==> config.mk <==
export PLATFORM = sky130hd
export DESIGN_NAME = fetch_ctrl
export DESIGN_NICKNAME = d
export VERILOG_FILES = /design/src/rtl/fetch_pkg.sv /design/src/rtl/fetch_ctrl.sv
export SDC_FILE = /design/constraint.sdc
export NUM_CORES = 1
export LEC_CHECK = 0
export ABC_AREA = 0
export BUFFER_PORTS_ARGS = -buffer_cell sky130_fd_sc_hd__buf_2
export CAP_MARGIN = 10
export CORE_UTILIZATION = 46
export DETAILED_ROUTE_END_ITERATION = 7
export PLACE_DENSITY = 0.75
export SETUP_SLACK_MARGIN = 0.1
export SYNTH_ARGS = -nofsm -noshare
export SYNTH_HDL_FRONTEND = slang
export SYNTH_SLANG_ARGS = --single-unit
==> constraint.sdc <==
create_clock -name clk -period 4.29 [get_ports clk]
set_input_delay 0.2145 -clock clk [delete_from_list [all_inputs] [get_ports clk]]
set_output_delay 0.2145 -clock clk [all_outputs]
set_load 0.05 [all_outputs]
==> src/rtl/fetch_pkg.sv <==
// Shared types and defaults for the instruction fetch controller.
// The jump decode helper lives here so parent blocks can reuse it.
package fetch_pkg;

  typedef enum logic [1:0] {
    IDLE  = 2'd0,
    RUN   = 2'd1,
    DRAIN = 2'd2,
    HALT  = 2'd3
  } fetch_state_e;

  localparam logic [1:0] JUMP_OPC_DEFAULT = 2'b11;
  localparam logic [7:0] END_ADDR_DEFAULT = 8'd31;

  // Successor fetch address: a jump redirects into the low 64 addresses.
  function automatic logic [7:0] next_fetch_pc(input logic [7:0] cur_pc,
                                               input logic [7:0] data,
                                               input logic [1:0] jump_opc);
    if (data[7:6] == jump_opc) begin
      return {2'b00, data[5:0]};
    end
    return cur_pc + 8'd1;
  endfunction

endpackage

==> src/rtl/fetch_ctrl.sv <==
// Instruction fetch controller: walks a combinational ROM, resolves jumps
// locally and hands instructions to decode through a one-entry valid/ready slot.
module fetch_ctrl
  import fetch_pkg::*;
#(
  parameter logic [7:0] END_ADDR = END_ADDR_DEFAULT,
  parameter logic [1:0] JUMP_OPC = JUMP_OPC_DEFAULT
) (
  input  logic       clk,
  input  logic       reset_n,
  input  logic       run,
  input  logic       step,
  output logic [7:0] imem_addr,
  input  logic [7:0] imem_data,
  output logic [7:0] inst,
  output logic [7:0] inst_pc,
  output logic       inst_valid,
  input  logic       inst_ready,
  input  logic       redirect,
  input  logic [7:0] redirect_pc,
  output logic       halted,
  output logic [7:0] pc
);

  fetch_state_e state_q, state_d;
  logic [7:0]   pc_q, pc_d;
  logic [7:0]   inst_q, inst_d;
  logic [7:0]   inst_pc_q, inst_pc_d;
  logic         valid_q, valid_d;

  logic         transfer;
  logic         slot_free;
  logic         fetch_en;
  logic [7:0]   load_pc;

  assign transfer  = valid_q && inst_ready;
  assign slot_free = !valid_q || transfer;
  assign fetch_en  = (state_q == RUN) || ((state_q == IDLE) && step);
  assign load_pc   = next_fetch_pc(pc_q, imem_data, JUMP_OPC);

  // Priority: redirect, then run restart, then fetch/drain progress.
  always_comb begin
    state_d   = state_q;
    pc_d      = pc_q;
    inst_d    = inst_q;
    inst_pc_d = inst_pc_q;
    valid_d   = valid_q;

    if (transfer) begin
      valid_d = 1'b0;
    end

    if (redirect) begin
      valid_d = 1'b0;
      pc_d    = redirect_pc;
      if (state_q == DRAIN) begin
        state_d = RUN;
      end
    end else if (run && ((state_q == IDLE) || (state_q == HALT))) begin
      valid_d = 1'b0;
      pc_d    = 8'd0;
      state_d = RUN;
    end else if (fetch_en && slot_free) begin
      // A single step past the program end halts rather than fetching.
      if ((state_q == IDLE) && (pc_q > END_ADDR)) begin
        state_d = HALT;
      end else begin
        valid_d   = 1'b1;
        inst_d    = imem_data;
        inst_pc_d = pc_q;
        pc_d      = load_pc;
        if ((state_q == RUN) && (load_pc > END_ADDR)) begin
          state_d = DRAIN;
        end
      end
    end else if ((state_q == DRAIN) && slot_free) begin
      state_d = HALT;
    end
  end

  always_ff @(posedge clk) begin
    if (!reset_n) begin
      state_q   <= IDLE;
      pc_q      <= 8'd0;
      inst_q    <= 8'd0;
      inst_pc_q <= 8'd0;
      valid_q   <= 1'b0;
    end else begin
      state_q   <= state_d;
      pc_q      <= pc_d;
      inst_q    <= inst_d;
      inst_pc_q <= inst_pc_d;
      valid_q   <= valid_d;
    end
  end

  assign imem_addr  = pc_q;
  assign pc         = pc_q;
  assign inst       = inst_q;
  assign inst_pc    = inst_pc_q;
  assign inst_valid = valid_q;
  assign halted     = (state_q == HALT);

endmodule

==> summary.md <==
| Metric | Value |
|---|---|
| Outcome | `finished clean` |
| Vias in the first global route | `approximately 1300` |
| Crit-path cells | `inv_1, ha_1, a21oi_1, nor4b_1, o311a_1, a21o_1` |
| Synth Cell Area | `1550 um2` |
| Area grow syn2layout | `15.9%` |
| Routed via count | `approximately 1600` |
| Clk Latency, worst-skew pair | `approximately 330 ps` |
| Fin. Hold Viols | `0` |
| Gr usage total | `0.224` |
| Buffers on Ports | `55` |
| Fill count | `313` |
| RSZ-0062 raised after global routing | `false` |
| Avg Inst Size Synth | `8.23 um2` |
| Hold Path Origin | `redirect_pc[5]` |
| Avg Vias per Cell | `between 5 and 6` |
| Multi-input gate area | `around 870 um2` |
| Synth cell types | `44` |
| Critical Path AT | `roughly 2300 ps` |
| Final Util | `0.573` |
| Fin crit share | `0.480` |
| Overflow after GRT | `0` |
| Gpl congestion | `about 0.94` |
| Vert. Die Dim | `~60 um` |
| Syn nets | `about 220` |
| DRC | `0` |
| Nets | `roughly 260` |
| Fin area | `roughly 1800 um2` |
| Global-route wire length before repair | `6020 um` |
| Final worst slack | `2230 ps` |
| Final setup TNS | `0 ps` |
| Slew margin rel. | `0.567` |
| CP peak stage delay | `approximately 540 ps` |
| DIE WIDTH | `approximately 60 um` |
| Final Non-Filler Cells | `274` |
| Worst R2R Start | `state_q[0]` |
| FF-to-FF End | `state_q[1]` |
| Syn Inst Count | `between 150 and 200` |
| Largest net degree at the start of global routing | `25` |
| Initial antenna violation count | `0` |
| Setup WS pre-CTS | `between 2000 and 2500 ps` |
| DR iter-0 viols | `67` |
| Warnings from Yosys | `0` |
| Commonest cells after routing, fill and taps aside | `55 x buf_2, 27 x dfxtp_1, 22 x nand3_1, 19 x a21oi_1, 18 x o21ai_0` |
| Pleak | `~0.75 nW` |
| Final HPWL DP | `around 2800 um` |
| Register Area | `around 540 um2` |
| MaxCap Viol Count | `0` |
| Post-synthesis sequential area ratio | `0.350` |
| Clock Pin Slew Worst Setup and Hold Paths | `160 ps` |
| HP Class | `primary input to flip-flop` |
| IO Pins | `between 50 and 60` |
| Worst slew pin tran | `roughly 650 ps` |
| Routed len/inst | `about 14 um` |
| Core area | `roughly 3100 um2` |
| Number of H-tree levels | `1` |
| FF-to-FF setup slack | `2230 ps` |
| Hold buffers post-CTS | `0` |
| Slowest-stage cell, CP | `a21oi_1` |
| Remaining antenna violation count after routing | `0` |
| Placed Cells incl. Taps | `270` |
| Initial Util | `0.494` |
| Placement row count | `20` |
| Crit Path Category | `flip-flop to flip-flop` |
| Max VDD drop | `approximately 0.24 mV` |
| Total CTS buffers | `3` |
| Commonest non-fill, non-tap cell in the layout | `buf_2` |
| Cell Area, Placed | `about 1800 um2` |
| Hold Slack | `about 120 ps` |
| Hold depth | `3` |
| Min-Delay Endpoint | `imem_addr[5]` |
| 1st-pass router iterations | `4` |
| FMAX | `around 490 MHz` |
| # setup viols final | `0` |
| Clk sinks | `27` |
| Clock skew | `between 6 and 7 ps` |
| Startpoint Class | `flip-flop` |
| Power Dens Cells | `470 nW/um2` |
| Clock period minus final worst setup slack | `between 2000 and 2500 ps` |
| Number of diodes | `0` |
| Share of cells above drive strength 1 | `0.283` |
| Postcts setup bufs | `0` |
| R2R depth | `6` |
| Routed wire length | `3860 um` |
| CP Capture Type | `flip-flop` |
| TritonCTS clock tree | `yes` |
| Post-CTS sizing | `0` |
| Final Total Pwr | `0.842 mW` |
| Worst Path Required | `between 4000 and 5000 ps` |
| Register bit total from synthesis | `27` |
| Die area | `around 3600 um2` |
| Max Buffers Root-to-Sink | `2` |
| Max Slew Vio Count | `0` |
| CP max FO | `6` |
| Root buf cell | `clkbuf_4` |
[cell usage after synthesis]
cell type | count | share of area
and2b_1 | 1 | 0.0049
a211oi_1 | 2 | 0.0097
nand2_1 | 9 | 0.022
and2_1 | 1 | 0.0040
nor3_1 | 4 | 0.013
nor2_1 | 5 | 0.012
or4_1 | 2 | 0.0097
a31oi_1 | 6 | 0.024
nand2b_1 | 3 | 0.012
a211o_1 | 1 | 0.0057
o311ai_4 | 1 | 0.017
or3_1 | 1 | 0.0040
dfxtp_1 | 27 | 0.35
mux2_2 | 1 | 0.0073
nand3_1 | 22 | 0.071
a21oi_1 | 19 | 0.061
a21boi_0 | 1 | 0.0049
a22oi_1 | 3 | 0.015
o21ai_1 | 11 | 0.036
nor2b_1 | 1 | 0.0040
and3_1 | 2 | 0.0081
o21ai_0 | 18 | 0.058
clkbuf_1 | 4 | 0.0097
nand4_1 | 1 | 0.0040
o31a_1 | 1 | 0.0057
a21o_1 | 1 | 0.0049
o311a_1 | 2 | 0.013
nand2b_2 | 1 | 0.0057
a2111oi_0 | 1 | 0.0057
buf_6 | 2 | 0.015
a311o_1 | 1 | 0.0065
inv_1 | 3 | 0.0073
a32oi_1 | 2 | 0.011
ha_1 | 5 | 0.040
o41ai_1 | 1 | 0.0057
or3_4 | 1 | 0.0073
o21a_1 | 2 | 0.0097
nor3_4 | 1 | 0.011
xnor2_1 | 3 | 0.017
buf_4 | 10 | 0.049
o211ai_1 | 1 | 0.0049
clkinv_1 | 1 | 0.0024
buf_2 | 2 | 0.0065
nor4b_1 | 1 | 0.0057
[registers in the layout (all words and copies together) (netlist names)]
signal      flops
inst            8
inst_valid      1
inst_pc         8
imem_addr       8
state_q         2
[worst max-delay path by stage]
stage                       endpoint         start  slack [ps]  depth (start not counted)
after floorplan           state_q[1]  imem_addr[2]        2350                          5
after global placement    state_q[1]    state_q[0]        2330                          6
after detailed placement  state_q[1]    state_q[0]        2280                          6
after CTS                 state_q[1]    state_q[0]        2250                          6
after global routing      state_q[1]    state_q[0]        2100                          6
final                     state_q[1]    state_q[0]        2230                          6
[where the power goes]
group / leakage [nW] / internal (mW) / total, mW / switching, mW
sequential: 0.221 / 0.281 / 0.323 / 0.0421
clock: 0.0139 / 0.0357 / 0.116 / 0.0804
combinational: 0.519 / 0.109 / 0.402 / 0.293
[logic make-up after synthesis]
logic type      Yosys count  share of synthesized area
flops                    27                      0.350
simple gates             56                      0.198
mux                       1                    0.00728
compound gates           74                      0.299
xor+xnor                  3                     0.0170
buf+inv                  22                     0.0890
fa+ha+maj                 5                     0.0405
[critical path, delay by kind of cell (launching register included)]
kind            cells  cell delay [ps]
flops               1              430
compound gates      3             1060
simple gates        1              180
fa+ha+maj           1              220
buf+inv             1               90
[final cells by class]
class                           instances  share of cell area
Sequential cell                        27               0.302
Clock buffer                            3              0.0126
Clock inverter                          1             0.00419
Inverter                                4             0.00838
Multi-Input combinational cell        139               0.485
Timing Repair Buffer                   56               0.158
Tap cell                               44              0.0307
[layer usage]
metal,share of wire,wire (um),global-route usage,up-vias
met4,0.010,39,0.0797,0
met2,0.46,1770,0.343,55
li1,-,-,-,781
met3,0.052,199,0.0281,4
met1,0.48,1850,0.321,716
met5,0,0,0,-
(Power assumes the default switching activity.)
